===== config.mk =====
export PLATFORM = sky130hd
export DESIGN_NAME = i2c_write_seq_flat
export DESIGN_NICKNAME = d
export VERILOG_FILES = /design/src/rtl/i2c_pkg.sv /design/src/rtl/i2c_write_seq_if.sv /design/src/rtl/i2c_seq_edge.sv /design/src/rtl/i2c_write_seq.sv /design/src/flat_wrapper.sv
export SDC_FILE = /design/constraint.sdc
export NUM_CORES = 1
export LEC_CHECK = 0
export ABC_AREA = 1
export BUFFER_PORTS_ARGS = -buffer_cell sky130_fd_sc_hd__buf_4
export CELL_PAD_IN_SITES_DETAIL_PLACEMENT = 1
export CELL_PAD_IN_SITES_GLOBAL_PLACEMENT = 1
export CORE_MARGIN = 2
export CORE_UTILIZATION = 37
export CTS_CLUSTER_DIAMETER = 40
export DETAILED_ROUTE_END_ITERATION = 12
export PLACE_DENSITY_LB_ADDON = 0.1
export SYNTH_ARGS = -nofsm -noshare
export SYNTH_HDL_FRONTEND = slang
export SYNTH_HIERARCHICAL = 1
export SYNTH_SLANG_ARGS = --single-unit

===== constraint.sdc =====
create_clock -name clk -period 1.8 [get_ports clk]
set_clock_uncertainty 0.1 [all_clocks]
set_input_delay 0.36 -clock clk [delete_from_list [all_inputs] [get_ports clk]]
set_output_delay 0.36 -clock clk [all_outputs]
set_load 0.005 [all_outputs]

===== src/rtl/i2c_pkg.sv =====
// Shared definitions for the I2C write sequencer: FSM states, direction bit
// and default sizing.
package i2c_pkg;

    typedef enum logic [3:0] {
        IDLE,
        ST_REQ,
        ST_WAIT,
        ADDR_WAIT,
        LOAD,
        DATA_REQ,
        DATA_WAIT,
        SP_REQ,
        SP_WAIT,
        FINISH
    } seq_state_t;

    localparam logic WR_BIT        = 1'b0;
    localparam int   DEF_MAX_LEN   = 16;
    localparam int   DEF_TO_CYCLES = 4096;

endpackage


===== src/rtl/i2c_write_seq_if.sv =====
// Command/stream/master-strobe bundle of the I2C write sequencer.
// slave = sequencer view, master = host and byte-level master view.
interface i2c_write_seq_if #(
    parameter int LEN_W = 5
);
    logic             cmd_valid;
    logic             cmd_ready;
    logic [6:0]       cmd_addr;
    logic [LEN_W-1:0] cmd_len;
    logic             wr_valid;
    logic             wr_ready;
    logic [7:0]       wr_data;
    logic             busy;
    logic             done;
    logic             err;
    logic             m_en;
    logic             m_start;
    logic             m_stop;
    logic [7:0]       m_tx_data;
    logic             m_ready;
    logic             m_tx_done;

    modport slave (
        input  cmd_valid, cmd_addr, cmd_len, wr_valid, wr_data, m_ready, m_tx_done,
        output cmd_ready, wr_ready, busy, done, err, m_en, m_start, m_stop, m_tx_data
    );

    modport master (
        output cmd_valid, cmd_addr, cmd_len, wr_valid, wr_data, m_ready, m_tx_done,
        input  cmd_ready, wr_ready, busy, done, err, m_en, m_start, m_stop, m_tx_data
    );
endinterface


===== src/rtl/i2c_seq_edge.sv =====
// Two-phase m_ready tracker: rose fires once m_ready has been seen low and is
// high again while track is held; dropping track re-arms it.
module i2c_seq_edge (
    input  logic clk,
    input  logic reset,
    input  logic track,
    input  logic m_ready,
    output logic rose
);
    logic seen_fall;

    always_ff @(posedge clk or posedge reset) begin
        if (reset) begin
            seen_fall <= 1'b0;
        end else if (!track) begin
            seen_fall <= 1'b0;
        end else if (!m_ready) begin
            seen_fall <= 1'b1;
        end
    end

    always_comb rose = track && seen_fall && m_ready;
endmodule


===== src/rtl/i2c_write_seq.sv =====
// I2C write transaction sequencer: START, {addr,0}, N data bytes, STOP.
// Optional watchdog enabled by defining I2C_SEQ_TIMEOUT_EN.
module i2c_write_seq
    import i2c_pkg::*;
#(
    parameter int MAX_LEN   = DEF_MAX_LEN,
    parameter int LEN_W     = 5,
    parameter int TO_CYCLES = DEF_TO_CYCLES
) (
    input logic            clk,
    input logic            reset,
    i2c_write_seq_if.slave bus
);
    if ((2 ** LEN_W) <= MAX_LEN || MAX_LEN < 1 || TO_CYCLES < 1) begin : g_bad_cfg
        $error("i2c_write_seq: invalid MAX_LEN/LEN_W/TO_CYCLES combination");
    end

    seq_state_t       state;
    logic [LEN_W-1:0] len;
    logic [LEN_W-1:0] cnt;
    logic [LEN_W-1:0] eff_len;
    logic             len_over;
    logic             rose;
    logic             timeout;

    always_comb begin
        len_over = bus.cmd_len > LEN_W'(MAX_LEN);
        eff_len  = bus.cmd_len;
        if (bus.cmd_len == '0) begin
            eff_len = LEN_W'(1);
        end else if (len_over) begin
            eff_len = LEN_W'(MAX_LEN);
        end
    end

    i2c_seq_edge u_edge (
        .clk    (clk),
        .reset  (reset),
        .track  (state == ST_WAIT || state == SP_WAIT),
        .m_ready(bus.m_ready),
        .rose   (rose)
    );

`ifdef I2C_SEQ_TIMEOUT_EN
    localparam int WD_W = $clog2(TO_CYCLES + 1);

    seq_state_t      prev_state;
    logic [WD_W-1:0] wd;

    // Watchdog restarts whenever the state register changes value.
    always_ff @(posedge clk or posedge reset) begin
        if (reset) begin
            prev_state <= IDLE;
            wd         <= '0;
        end else begin
            prev_state <= state;
            if (state != prev_state || state == IDLE) begin
                wd <= '0;
            end else if (wd != WD_W'(TO_CYCLES)) begin
                wd <= wd + WD_W'(1);
            end
        end
    end

    always_comb timeout = (wd == WD_W'(TO_CYCLES)) && state != IDLE && state != FINISH;
`else
    always_comb timeout = 1'b0;
`endif

    always_ff @(posedge clk or posedge reset) begin
        if (reset) begin
            state         <= IDLE;
            len           <= '0;
            cnt           <= '0;
            bus.cmd_ready <= 1'b1;
            bus.wr_ready  <= 1'b0;
            bus.busy      <= 1'b0;
            bus.done      <= 1'b0;
            bus.err       <= 1'b0;
            bus.m_en      <= 1'b0;
            bus.m_start   <= 1'b0;
            bus.m_stop    <= 1'b0;
            bus.m_tx_data <= 8'h00;
        end else begin
            bus.m_start  <= 1'b0;
            bus.m_stop   <= 1'b0;
            bus.wr_ready <= 1'b0;
            bus.done     <= 1'b0;
            if (bus.m_tx_done && state != ADDR_WAIT && state != DATA_WAIT) begin
                bus.err <= 1'b1;
            end
            case (state)
                IDLE: begin
                    if (bus.cmd_valid) begin
                        bus.cmd_ready <= 1'b0;
                        bus.busy      <= 1'b1;
                        bus.m_en      <= 1'b1;
                        bus.err       <= len_over;
                        bus.m_tx_data <= {bus.cmd_addr, WR_BIT};
                        len           <= eff_len;
                        cnt           <= '0;
                        state         <= ST_REQ;
                    end
                end
                ST_REQ: begin
                    if (bus.m_ready) begin
                        bus.m_start <= 1'b1;
                        state       <= ST_WAIT;
                    end
                end
                ST_WAIT: if (rose) state <= ADDR_WAIT;
                ADDR_WAIT: if (bus.m_tx_done) state <= LOAD;
                LOAD: begin
                    if (bus.wr_valid) begin
                        bus.m_tx_data <= bus.wr_data;
                        bus.wr_ready  <= 1'b1;
                        cnt           <= cnt + LEN_W'(1);
                        state         <= DATA_REQ;
                    end
                end
                DATA_REQ: begin
                    if (bus.m_ready) begin
                        bus.m_start <= 1'b1;
                        state       <= DATA_WAIT;
                    end
                end
                DATA_WAIT: begin
                    if (bus.m_tx_done) state <= (cnt == len) ? SP_REQ : LOAD;
                end
                SP_REQ: begin
                    if (bus.m_ready) begin
                        bus.m_stop <= 1'b1;
                        state      <= SP_WAIT;
                    end
                end
                SP_WAIT: begin
                    if (rose) begin
                        bus.done <= 1'b1;
                        bus.m_en <= 1'b0;
                        state    <= FINISH;
                    end
                end
                FINISH: begin
                    bus.cmd_ready <= 1'b1;
                    bus.busy      <= 1'b0;
                    state         <= IDLE;
                end
                default: state <= IDLE;
            endcase
            // Watchdog abort overrides whatever the state decided this cycle.
            if (timeout) begin
                bus.err     <= 1'b1;
                bus.m_start <= 1'b0;
                bus.m_stop  <= 1'b1;
                bus.done    <= 1'b1;
                bus.m_en    <= 1'b0;
                state       <= FINISH;
            end
        end
    end
endmodule


===== src/flat_wrapper.sv =====
// flat-port wrapper written by rule: the top's interface ports become plain ports
module i2c_write_seq_flat import i2c_pkg::*;
#(
    parameter int MAX_LEN   = DEF_MAX_LEN,
    parameter int LEN_W     = 5,
    parameter int TO_CYCLES = DEF_TO_CYCLES
)
  (clk, reset, bus_cmd_valid, bus_cmd_addr, bus_cmd_len, bus_wr_valid, bus_wr_data, bus_m_ready, bus_m_tx_done, bus_cmd_ready, bus_wr_ready, bus_busy, bus_done, bus_err, bus_m_en, bus_m_start, bus_m_stop, bus_m_tx_data);
  i2c_write_seq_if #(.LEN_W(LEN_W)) bus_i ();
  input logic clk;
  input logic reset;
  input wire logic [$bits(bus_i.cmd_valid)-1:0] bus_cmd_valid;
  input wire logic [$bits(bus_i.cmd_addr)-1:0] bus_cmd_addr;
  input wire logic [$bits(bus_i.cmd_len)-1:0] bus_cmd_len;
  input wire logic [$bits(bus_i.wr_valid)-1:0] bus_wr_valid;
  input wire logic [$bits(bus_i.wr_data)-1:0] bus_wr_data;
  input wire logic [$bits(bus_i.m_ready)-1:0] bus_m_ready;
  input wire logic [$bits(bus_i.m_tx_done)-1:0] bus_m_tx_done;
  output wire logic [$bits(bus_i.cmd_ready)-1:0] bus_cmd_ready;
  output wire logic [$bits(bus_i.wr_ready)-1:0] bus_wr_ready;
  output wire logic [$bits(bus_i.busy)-1:0] bus_busy;
  output wire logic [$bits(bus_i.done)-1:0] bus_done;
  output wire logic [$bits(bus_i.err)-1:0] bus_err;
  output wire logic [$bits(bus_i.m_en)-1:0] bus_m_en;
  output wire logic [$bits(bus_i.m_start)-1:0] bus_m_start;
  output wire logic [$bits(bus_i.m_stop)-1:0] bus_m_stop;
  output wire logic [$bits(bus_i.m_tx_data)-1:0] bus_m_tx_data;
  assign bus_i.cmd_valid = bus_cmd_valid;
  assign bus_i.cmd_addr = bus_cmd_addr;
  assign bus_i.cmd_len = bus_cmd_len;
  assign bus_i.wr_valid = bus_wr_valid;
  assign bus_i.wr_data = bus_wr_data;
  assign bus_i.m_ready = bus_m_ready;
  assign bus_i.m_tx_done = bus_m_tx_done;
  assign bus_cmd_ready = bus_i.cmd_ready;
  assign bus_wr_ready = bus_i.wr_ready;
  assign bus_busy = bus_i.busy;
  assign bus_done = bus_i.done;
  assign bus_err = bus_i.err;
  assign bus_m_en = bus_i.m_en;
  assign bus_m_start = bus_i.m_start;
  assign bus_m_stop = bus_i.m_stop;
  assign bus_m_tx_data = bus_i.m_tx_data;
  i2c_write_seq #(.MAX_LEN(MAX_LEN), .LEN_W(LEN_W), .TO_CYCLES(TO_CYCLES)) u_core (.clk(clk), .reset(reset), .bus(bus_i));
endmodule

==> results.txt, run 1 <==
The first detailed-routing pass ran for 4 iterations. The maximum level of the CTS H-tree came out at 2. The cell type with the highest occurrence count on the critical path is nand2_4. The highest clock rate is 565 MHz. The number of nets with antenna violations after routing is 0. Data arrives at the worst endpoint at 1.83 ns.

The peak supply drop came out at 0.000779 V. The critical path goes through inv_2 -> nor2_4 -> nand2_4 -> nand2_4 -> nand2_1 -> nor2_2 -> inv_2 -> nand2_2 -> nand2_4 -> o21ai_1 -> nand2_1. Dividing the synthesized area by the synthesized cell count gives 7.61 µm². The total power came out at 3.41 mW. Yosys printed 6 warnings. The floorplan step defined a die boundary enclosing 4840 µm².

The global routing usage summed across all routing layers came out at 17.9%. The synthesized area is 1590 µm². In this run the power spent charging and discharging nets is 1.36 mW. The most frequently used flop master after synthesis is dfrtp_1. 0 antenna diodes ended up in the layout.

The slack of the critical path came out at 0.0296 ns. The total wire length after detailed routing is 4240 µm. For this design the ratio of total power to cell area is 1560 nW/µm². The top cell types in the final layout, fill and taps aside, are 67 x nand2_1, 50 x buf_4, 28 x inv_1. At the later pin of the worst-skew pair, clock insertion delay measures 0.27 ns.

The post-route netlist has 31.1% of its cells at a drive strength greater than 1. The final-report max-slew violation count was 0. The distinct cell type count after synthesis came out at 22. The max-capacitance violation count came out at 0. The total vias in the final route is 1522.

The final weighted congestion in routability-driven placement came out at 0.810. STA puts the critical path data required time at 1.86 ns. The post-synthesis cell count is 209.

Compared with the post-synthesis result, the final layout area differs by 37.4%. The total count of hold-check failures in the final report came out at 0. The number of fillers in the final layout came out at 512. The core box area is 4060 µm². In this run the vertical extent of the chip is 69.6 µm. Setup violations remaining at the end of the flow were counted as 0.

The number of enable-type register cells in the synthesized netlist came out at 0. The slowest stage of the critical path is the dfrtp_1 cell. The clock net in this run drives a total of 31 sinks. The sequential group share of total power is 33.6%. The leakage dissipation came out at 1.16 nW.

The internal power of the cells totals 2.04 mW. The clock tree root buffer cell is clkbuf_8. The number of global-route vias before repair is 1518. The number of buffers added on ports is 41. The post-DP HPWL is 2990 µm.

In this run, the combinational gates consume 48.7% of the power. The TritonCTS clock tree is done. The residual DRC count came out at 0. For this block, the initial DRC count from the detailed router was 43. In this run the worst setup path begins at u_core/state[3].

The total overflow left after global routing is 0. The first global-routing pass estimated 7020 µm of wire. The number of vias per cell after detailed routing came out at 4.80. The clock-pin slew on the worst setup and hold paths is 0.07 ns.

The kind of end point of the critical path is a flop. The die width is 69.6 µm. Following the worst setup path forward leads to its endpoint at u_core/state[0].

In this design, the stage delay of the slowest critical-path cell is 0.43 ns. The number of cells on the worst reg-to-reg path came out at 11. In this run the worst path has a maximum fanout of 4.

The transition at the pin with the smallest max-transition slack is 0.397 ns. The net count after synthesis is 236. The final critical path time including I/O delays and setup is 1.77 ns. The share of the yosys chip area belonging to registers is 48.8%.

Entering global routing, the biggest net connects 31 pins. In the post-synthesis netlist, the biggest area contributors are dfrtp_1 47%, nand2_1 17%, inv_1 7.3%. The worst register-to-register path ends at u_core/state[0]. After floorplanning, the core was divided into 23 placement rows.

The buffer depth of the longest clock path is 2. The kind of start point of the critical path is a flop. The part of the power in the clock network is 17.6%. The share of synthesized area in the top cell type comes to 47.2%. Prior to clock tree synthesis, the placed netlist has a worst setup slack of -0.0340 ns. Counting instances, the worst hold path has a depth of 3. The largest area contributor in the synthesized netlist is dfrtp_1.

The startpoint-to-endpoint class of the critical path is reg2reg. Counting the buffers created by CTS gives 5. The starting density of the core came out at 39.2%.

Pin placement for this block handled 42 I/O pins. The worst path uses 98.4% of the clock period. The switching portion of total power is 40.0%. The synthesis-stage register bit count came out at 31. The tightest min-delay check is of the in2reg type. The startpoint identified for the worst register-to-register timing path is u_core/state[3]. Measured against its own limit, the worst slew margin works out to 73.6%.

The number of nets in the final layout is 293. Counting flops with an async set or reset pin after synthesis yields a share of 100%. The library cell used most frequently in the layout, excluding fill and tap cells, is nand2_1.

The number of antenna violations at the first check in global routing came out at 0. Setup repair after global routing could not meet its margin everywhere. The mean routed wirelength per cell is 13.4 µm. The minimum setup slack among reg-to-reg paths is 0.03 ns. The run finished with clean final reports.
[critical path, delay by kind of cell, from the launching register on]
| kind | cells | cell delay (ns) |
|---|---|---|
| flops | 1 | 0.43 |
| buf+inv | 2 | 0.16 |
| simple gates | 8 | 0.82 |
| compound gates | 1 | 0.14 |
[repair_timing]
action / in CTS / in global routing
gates resized for setup: 4 / 20
hold buffers: 1 / 0
buffers inserted: 2 / 4
setup endpoints to repair: 4 / 12
endpoints found under the hold margin: 1 / 0
pin swaps: 2 / 5
[cells in the mapped netlist (2+ instances only)]
library cell  instances
a21oi_1               2
dfrtp_1              30
inv_1                31
inv_2                 2
nand2_1              71
nand2_2               2
nand3_1              19
nor2_1               16
nor2_2                2
nor2_4                3
o21a_1                8
o21ai_0               9
o22ai_1               4
xor2_1                2
[state kept, by name (all words and copies together) (netlist names)]
| signal | cells |
|---|---|
| u_core/bus.cmd_ready | 1 |
| u_core/bus.m_start | 1 |
| u_core/bus.m_stop | 1 |
| u_core/bus.busy | 1 |
| u_core/bus.m_en | 1 |
| u_core/u_edge/seen_fall | 1 |
| u_core/bus.wr_ready | 1 |
| u_core/bus.err | 1 |
| u_core/state | 4 |
| u_core/bus.m_tx_data | 8 |
| u_core/len | 5 |
| u_core/bus.done | 1 |
| u_core/cnt | 5 |
[logic make-up (layout without fill, tap and decap cells)]
logic type	after synthesis	in the layout	synth area share (%)
adder cells (fa/ha/maj)	1	1	0.786
AND/OR/NAND/NOR	115	115	31.0
buffers and inverters	35	93	8.80
flip-flops	31	31	48.8
AO/OA/AOI/OAI	25	25	9.51
XOR/XNOR	2	2	1.10
[final cells by class]
| cell class | count | area, µm² | area share [%] |
|---|---|---|---|
| timing repair buffer | 52 | 397 | 18.1 |
| inverter | 33 | 126 | 5.78 |
| sequential | 31 | 781 | 35.7 |
| multi-input combinational | 143 | 721 | 33.0 |
| tap | 50 | 62.6 | 2.86 |
| clock buffer | 8 | 100 | 4.58 |
[worst min-delay path by stage]
stage | startpoint | endpoint | slack [ns]
after floorplan | reset | u_core/u_edge/seen_fall | -0.01
after CTS | bus_wr_data[0] | u_core/bus.m_tx_data[0] | 0.19
final | bus_wr_data[0] | u_core/bus.m_tx_data[0] | 0.20
after global routing | bus_wr_data[0] | u_core/bus.m_tx_data[0] | 0.21
after global placement | reset | u_core/u_edge/seen_fall | 0.11
after detailed placement | reset | u_core/u_edge/seen_fall | 0.12
[routing by layer]
layer	GRT usage [%]	vias to the layer above	share of wire, %
li1	-	770	-
met1	23.8	710	46
met2	29.5	40	48
met3	4.07	2	5.3
met4	4.58	0	0.57
met5	0	-	0
[power by group through the flow]
| stage | logic (mW) | clock network, mW | registers [mW] |
|---|---|---|---|
| detailed placement | 1.45 | 0 | 1.14 |
| finish | 1.66 | 0.601 | 1.15 |
| global placement | 1.42 | 0 | 1.13 |
| floorplan | 0.945 | 0 | 1.12 |
| CTS | 1.51 | 0.622 | 1.12 |
| global route | 1.86 | 0.653 | 1.18 |
[metrics by stage]
stage	area [µm²]	std cells	TNS, ns	util, %	hold slack [ns]
2_1_floorplan	1590	209	0	-	-0.0113
3_3_place_gp	1980	302	0	48.7	0.113
3_5_place_dp	1980	302	-0.0867	48.7	0.115
4_1_cts	2110	313	0	51.9	0.194
5_1_grt	2190	317	-0.213	53.9	0.207
6_report	2190	317	0	53.9	0.197
Note: power is estimated with default switching activity, not from simulation.
==> run 2, diff against run 1 <==
--- a/config.mk
+++ b/config.mk
@@ -10,7 +10,7 @@
 export CELL_PAD_IN_SITES_DETAIL_PLACEMENT = 1
 export CELL_PAD_IN_SITES_GLOBAL_PLACEMENT = 1
 export CORE_MARGIN = 2
-export CORE_UTILIZATION = 37
+export CORE_UTILIZATION = 33
 export CTS_CLUSTER_DIAMETER = 40
 export DETAILED_ROUTE_END_ITERATION = 12
 export PLACE_DENSITY_LB_ADDON = 0.1
==> constraint.sdc (replaced) <==
create_clock -name clk -period 1.6 [get_ports clk]
set_clock_uncertainty 0.1 [all_clocks]
set_input_delay 0.32 -clock clk [delete_from_list [all_inputs] [get_ports clk]]
set_output_delay 0.32 -clock clk [all_outputs]
set_load 0.005 [all_outputs]
==> results.txt, run 2 (same netlist as run 1, synthesis figures left out) <==
STA classifies the critical path endpoint as a flop. The total iterations of the first detailed-routing run was 4 (unchanged). The number of clock sinks is 31 (unchanged). The number of fillers in the final layout was 583 (+14%).

The core box area came out at 4690 µm² (+16%). The sequential group share of total power is 31.8% (-1.8 points). The run finished, with violations left. The peak supply drop came out at 0.000742 V (-4.8%). The later-pin clock latency in the skew report came out at 0.28 ns (about the same). The flip-flop count of the largest register, all copies and words added is 8 (unchanged). For this design, the slowest cell found on the critical path is dfrtp_1. The post-placement setup slack came to -0.0486 ns (-0.0146 ns).

The post-layout instance count excluding filler cells is 340 (+7.3%). The data required time at the worst endpoint came out at 1.72 ns (-0.14 ns). The maximum level of the CTS H-tree came out at 2 (unchanged).

The number of core rows is 25 (+8.7%). STA classifies the critical path startpoint as a flop. The transition at the pin with the smallest max-transition slack was 0.268 ns (-0.129 ns).

The starting density of the core is 33.9% (-5.3 points). The number of nets in the final layout is 312 (+6.5%). The final weighted congestion in routability-driven placement was 0.810 (unchanged).

The total count of hold-check failures in the final report is 0 (unchanged). The checks that failed: negative setup slack. The leakage dissipation came to 1.24 nW (+6.9%). The tightest slew margin relative to the limit is 82.1% (+8.6 points). The worst-case hold slack came to 0.147 ns (-0.0506 ns). The number of nets with antenna violations after routing came to 0 (unchanged).

The leading cell type in the layout, fill and taps excluded is buf_4. The clock tree root buffer cell is clkbuf_8. The clock-pin slew on the worst setup and hold paths is 0.06 ns (about the same).

The worst path arrival time is 1.72 ns (-0.11 ns). The count of antenna diodes in the layout is 0 (unchanged). The part of the power in the clock network was 14.4% (-3.2 points).

Walking the worst path, the cells encountered are inv_2 -> nor2_4 -> nand2_2 -> nand2_2 -> nand2_2 -> nor2_4 -> inv_2 -> nand2_2 -> nand2_4 -> nor2_4 -> nand2_1 -> nand2_1. The power density normalized to cell area is 1710 nW/µm² (+9.6%). The delay of the slowest cell on the worst path came out at 0.44 ns (about the same). The slack of the critical path was -0.00576 ns (-0.0353 ns). The max-capacitance violation count came out at 0 (unchanged). The buffer depth of the longest clock path came to 2 (unchanged). The area added between synthesis and finish came out at 47.7%. The largest registers in the layout are u_core/bus.m_tx_data x8, u_core/cnt x5, u_core/len x5. The number of buffers added on ports came out at 41 (unchanged). The final critical path time including I/O delays and setup is 1.61 ns (-0.165 ns).

The residual DRC count came out at 0 (unchanged). The maximum net fanout on the critical path was 4 (unchanged). The die width came out at 73.4 µm (+5.5%).

The total setup violations reported at the end of the flow came out at 1 (+1). The fraction of final layout cells with drive strength greater than 1 was 37.4% (+6.3 points). The family with the most delay on the worst path is simple AND/OR/NAND/NOR gates.

The number of vias per cell after detailed routing is 4.64 (-3.3%). The number of global-route vias before repair came out at 1542 (+1.6%). The total CTS buffers was 5 (unchanged). In the layout the commonest cells are 67 x buf_4, 63 x nand2_1, 29 x dfrtp_1. The global-route wire length before repair is 6790 µm (-3.3%).

Setup repair after global routing could not meet its margin everywhere. More flip-flops sit in one register than any other, and that register is u_core/bus.m_tx_data. The highest clock rate is 623 MHz (+10%). The global routing usage summed across all routing layers is 16.7% (-1.2 points). The startpoint-to-endpoint class of the critical path is reg2reg. The switching power summed over all nets came out at 1.58 mW (+16%). The maximum number of pins on one net before global-route repair is 21 (-32%). The total wire length after detailed routing came out at 4220 µm (-0.42%). The total vias in the final route came out at 1579 (+3.7%). The sum of overflow across all layers after global routing is 0 (unchanged). The die footprint is 5390 µm² (+11%). The worst hold-check path type is in2reg. The vertical die dimension is 73.4 µm (+5.5%). The placed instance count is 325 (+7.6%).

The cell internal power dissipation is 2.43 mW (+19%). TritonCTS built the clock tree. In this design, the critical path's most frequently occurring cell is nand2_2. The final-report max-slew violation count came out at 0 (unchanged). The post-DP HPWL is 3240 µm (+8.4%). The mean routed wirelength per cell is 12.4 µm (-7.2%). The combinational share of power was 53.8% (+5.1 points). The number of antenna violations at the first check in global routing is 0 (unchanged).

The number of top-level pins is 42 (unchanged). The final worst-path cycle share is 100% (+2.0 points). The switching portion of total power came out at 39.4% (-0.64 points). The first-iteration detailed-routing DRC count came out at 23 (-47%). The worst path buffer plus inverter count came out at 2 (unchanged).
-- run 2: changes by cell type in the layout (fill, tap and decap cells not counted), sizes merged --
cell  delta
buf     +19
-- run 2: routing by layer --
metal	routed length, µm	up-vias	global-route usage [%]
met2	1950	39	27.0
met5	0	-	0
met3	209	6	4.39
met4	61	0	6.06
met1	2000	732	21.4
li1	-	802	-
-- run 2: worst register-to-register path, delay by kind of cell, from the launching register on --
kind,cells,cell delay (ns)
buffers and inverters,2,0.13
flip-flops,1,0.44
AND/OR/NAND/NOR,10,0.88
-- run 2: power by group through the flow --
stage / sequential [mW] / clock, mW / combinational (mW)
4_1_cts: 1.27 / 0.613 / 1.97
3_5_place_dp: 1.27 / 0 / 1.92
6_report: 1.28 / 0.580 / 2.16
2_1_floorplan: 1.26 / 0 / 1.06
3_3_place_gp: 1.26 / 0 / 1.89
5_1_grt: 1.31 / 0.641 / 2.44
-- run 2: final timing paths --
check / start / cells after the start / endpoint / slack [ns]
min reg2reg: u_core/bus.cmd_ready / 2 / u_core/bus.cmd_ready / 0.38
max: u_core/state[3] / 12 / u_core/state[2] / -0.006
max reg2reg: u_core/state[3] / 12 / u_core/state[2] / -0.006
min in group asynchronous: reset / 3 / u_core/u_edge/seen_fall / 0.34
max in group asynchronous: reset / 4 / u_core/len[0] / 0.62
min: bus_wr_data[0] / 3 / u_core/bus.m_tx_data[0] / 0.15
-- run 2: through the flow --
step	instance area [µm²]	power, mW	TNS (ns)	utilization (%)
global route	2350	4.39	-0.988	50.1
detailed placement	2140	3.18	-0.185	45.5
finish	2350	4.01	-0.00576	50.1
floorplan	1590	2.32	0	-
CTS	2240	3.85	0	47.8
global placement	2140	3.15	-0.000154	45.5
-- run 2: layout make-up --
cell class,count,area [µm²],share of cell area (%)
Tap cell,54,67.6,2.87
Inverter,33,124,5.27
Clock buffer,8,80.1,3.41
Multi-Input combinational cell,143,746,31.7
Timing Repair Buffer,71,556,23.6
Sequential cell,31,778,33.1
-- run 2: repair_timing --
item,4_1_cts,5_1_grt
setup buffers,0,6
pin swaps,1,12
gates resized for setup,9,22
endpoints found under the hold margin,10,0
setup endpoints to repair,11,16
hold buffers,1,0
==> run 3, diff against run 2 <==
--- a/config.mk
+++ b/config.mk
@@ -8,12 +8,13 @@
 export ABC_AREA = 1
 export BUFFER_PORTS_ARGS = -buffer_cell sky130_fd_sc_hd__buf_4
 export CELL_PAD_IN_SITES_DETAIL_PLACEMENT = 1
-export CELL_PAD_IN_SITES_GLOBAL_PLACEMENT = 1
+export CELL_PAD_IN_SITES_GLOBAL_PLACEMENT = 2
 export CORE_MARGIN = 2
-export CORE_UTILIZATION = 33
+export CORE_UTILIZATION = 31
 export CTS_CLUSTER_DIAMETER = 40
 export DETAILED_ROUTE_END_ITERATION = 12
 export PLACE_DENSITY_LB_ADDON = 0.1
+export REMOVE_ABC_BUFFERS = 1
 export SYNTH_ARGS = -nofsm -noshare
 export SYNTH_HDL_FRONTEND = slang
 export SYNTH_HIERARCHICAL = 1
==> constraint.sdc (replaced) <==
create_clock -name clk -period 1.93 [get_ports clk]
set_clock_uncertainty 0.1 [all_clocks]
set_input_delay 0.386 -clock clk [delete_from_list [all_inputs] [get_ports clk]]
set_output_delay 0.386 -clock clk [all_outputs]
set_load 0.005 [all_outputs]
==> results.txt, run 3 (same netlist as run 1, synthesis figures left out) <==
The first-iteration detailed-routing DRC count came out at 54 (+130%). TritonCTS built the clock tree. The total setup violations reported at the end of the flow is 0 (-1). The final weighted congestion in routability-driven placement is 0.836 (+3.1%). The number of nets with antenna violations after routing came to 0 (unchanged). The flip-flop count of the largest register, all copies and words added was 8 (unchanged). The flow ran to the end, and the final reports show no timing, DRC or antenna violations. The maximum net fanout on the critical path came out at 4 (unchanged). The slowest cell on the critical path is dfrtp_1. The final worst-path cycle share is 89.8% (-11 points). The number of buffers added on ports came out at 41 (unchanged). The final critical path time including I/O delays and setup came out at 1.73 ns (+0.128 ns). The total count of hold-check failures in the final report came to 0 (unchanged).

The starting density of the core is 31.6% (-2.4 points). The family with the most delay on the worst path is simple AND/OR/NAND/NOR gates. The residual DRC count came to 0 (unchanged). The worst path buffer plus inverter count came to 2 (unchanged).

The placed instance count is 320 (-1.5%). The area added between synthesis and finish is 32.6%. The total wire length after detailed routing is 3920 µm (-7.1%). The number of global-route vias before repair was 1477 (-4.2%).

The buffer depth of the longest clock path came out at 2 (unchanged). The transition at the pin with the smallest max-transition slack is 0.490 ns (+0.223 ns). The total power came out at 2.89 mW (-28%). The global routing usage summed across all routing layers is 15.3% (-1.4 points).

Leaving out fill and tap cells, the most frequent cell in the layout is nand2_1. The die width came out at 75.7 µm (+3.0%). The critical path goes through inv_1 -> nor2_2 -> nand2_2 -> nand2_2 -> nand2_1 -> nor2_2 -> inv_1 -> nand2_1 -> nand2_1 -> o21ai_0 -> nand2_1. The post-layout instance count excluding filler cells is 330 (-2.9%). The peak supply drop came out at 0.000533 V (-28%). The sum of overflow across all layers after global routing came out at 0 (unchanged). The delay of the slowest cell on the worst path was 0.41 ns (-0.03 ns). The leakage dissipation is 1.11 nW (-11%).

The minimum setup slack among reg-to-reg paths is 0.20 ns (+0.20 ns). The worst hold path belongs to the class in2reg. The maximum level of the CTS H-tree came out at 2 (unchanged). The number of nets in the final layout is 286 (-8.3%). The summed negative setup slack over all endpoints came out at 0 ns (+0.00576 ns). The maximum number of pins on one net before global-route repair was 22 (+4.8%).

The power density normalized to cell area is 1370 nW/µm² (-20%). The slack of the critical path came to 0.196 ns (+0.202 ns). The global-route wire length before repair came out at 6450 µm (-5.0%). The final-report max-slew violation count came out at 0 (unchanged). The number of top-level pins was 42 (unchanged).

In the layout the commonest cells are 70 x nand2_1, 43 x buf_4, 31 x inv_1. STA classifies the critical path startpoint as a flop. STA classifies the critical path endpoint as a flop. The total iterations of the first detailed-routing run came out at 4 (unchanged). The core box area came out at 5040 µm² (+7.5%). The final core area utilization is 41.9% (-8.2 points). The clock-pin slew on the worst setup and hold paths came out at 0.06 ns (about the same). Setup repair after global routing left no endpoint under its margin. The number of core rows was 26 (+4.0%). The number of vias per cell after detailed routing came out at 4.40 (-5.2%). The post-DP HPWL is 3110 µm (-3.9%). The worst path arrival time is 1.79 ns (+0.07 ns). The largest registers in the layout are u_core/bus.m_tx_data x8, u_core/cnt x5, u_core/len x5. The number of clock sinks came out at 31 (unchanged). The total CTS buffers came out at 5 (unchanged). The die footprint came out at 5720 µm² (+6.1%). The fraction of final layout cells with drive strength greater than 1 came out at 24.6% (-13 points).

The vertical die dimension came out at 75.7 µm (+3.0%). The highest clock rate came to 577 MHz (-7.4%). The tightest slew margin relative to the limit came out at 67.3% (-15 points). The post-placement setup slack came out at 0.138 ns (+0.187 ns).

The number of antenna violations at the first check in global routing was 0 (unchanged). The max-capacitance violation count came out at 0 (unchanged). The data required time at the worst endpoint is 1.99 ns (+0.27 ns). The register with the most flip-flops in the final layout is u_core/bus.m_tx_data.

The clock tree root buffer cell is clkbuf_8. The count of antenna diodes in the layout was 0 (unchanged). The mean routed wirelength per cell was 11.9 µm (-4.3%). The later-pin clock latency in the skew report is 0.27 ns (about the same).

The total vias in the final route came out at 1453 (-8.0%). The cell type with the highest occurrence count on the critical path is nand2_1. The startpoint-to-endpoint class of the critical path is reg2reg.
run 3: path summary, 6_finish.rpt:
path,cells past startpoint,startpoint,end
min in group asynchronous,3,reset,u_core/u_edge/seen_fall
worst min-delay path,3,bus_wr_data[0],u_core/bus.m_tx_data[0]
max in group asynchronous,4,reset,u_core/len[2]
worst max register to register,11,u_core/state[3],u_core/state[1]
worst min register to register,2,u_core/bus.m_tx_data[0],u_core/bus.m_tx_data[0]
worst max-delay path,11,u_core/state[3],u_core/state[1]
run 3: tightest hold or removal path, stage by stage:
cell and delay (ns):
buf_4 0.08, nand2_1 0.04, nand2_1 0.05
run 3: area by class of cell:
cell class / count / area (µm²)
timing repair buffer: 45 / 353
inverter: 33 / 124
sequential: 31 / 777
multi-input combinational: 143 / 689
fill: 648 / 2930
clock buffer: 8 / 80.1
tap: 70 / 87.6
run 3: what timing repair did:
item,CTS,global route
endpoints found under the setup margin,0,4
resized for setup,0,7
endpoints found under the hold margin,1,0
buffers inserted,0,1
hold buffers,1,0
run 3: stage by stage:
stage               hold slack (ns)  area [µm²]
floorplan                    0.0147        1580
detailed placement            0.141        2000
CTS                           0.212        2090
finish                        0.219        2110
global route                  0.214        2110
global placement              0.139        2000
run 3: power by group:
part | switching [mW] | internal (mW) | total [mW]
logic | 0.783 | 0.581 | 1.36
registers | 0.156 | 0.891 | 1.05
clock network | 0.219 | 0.256 | 0.475
total | 1.16 | 1.73 | 2.89
run 3: metal layers:
layer  vias to the layer above  wire (µm)  GRT usage [%]
met3                         5        220           3.70
li1                        749          -              -
met1                       659       1930           19.3
met2                        40       1740           25.4
met4                         0         36           5.85
met5                         -          0              0
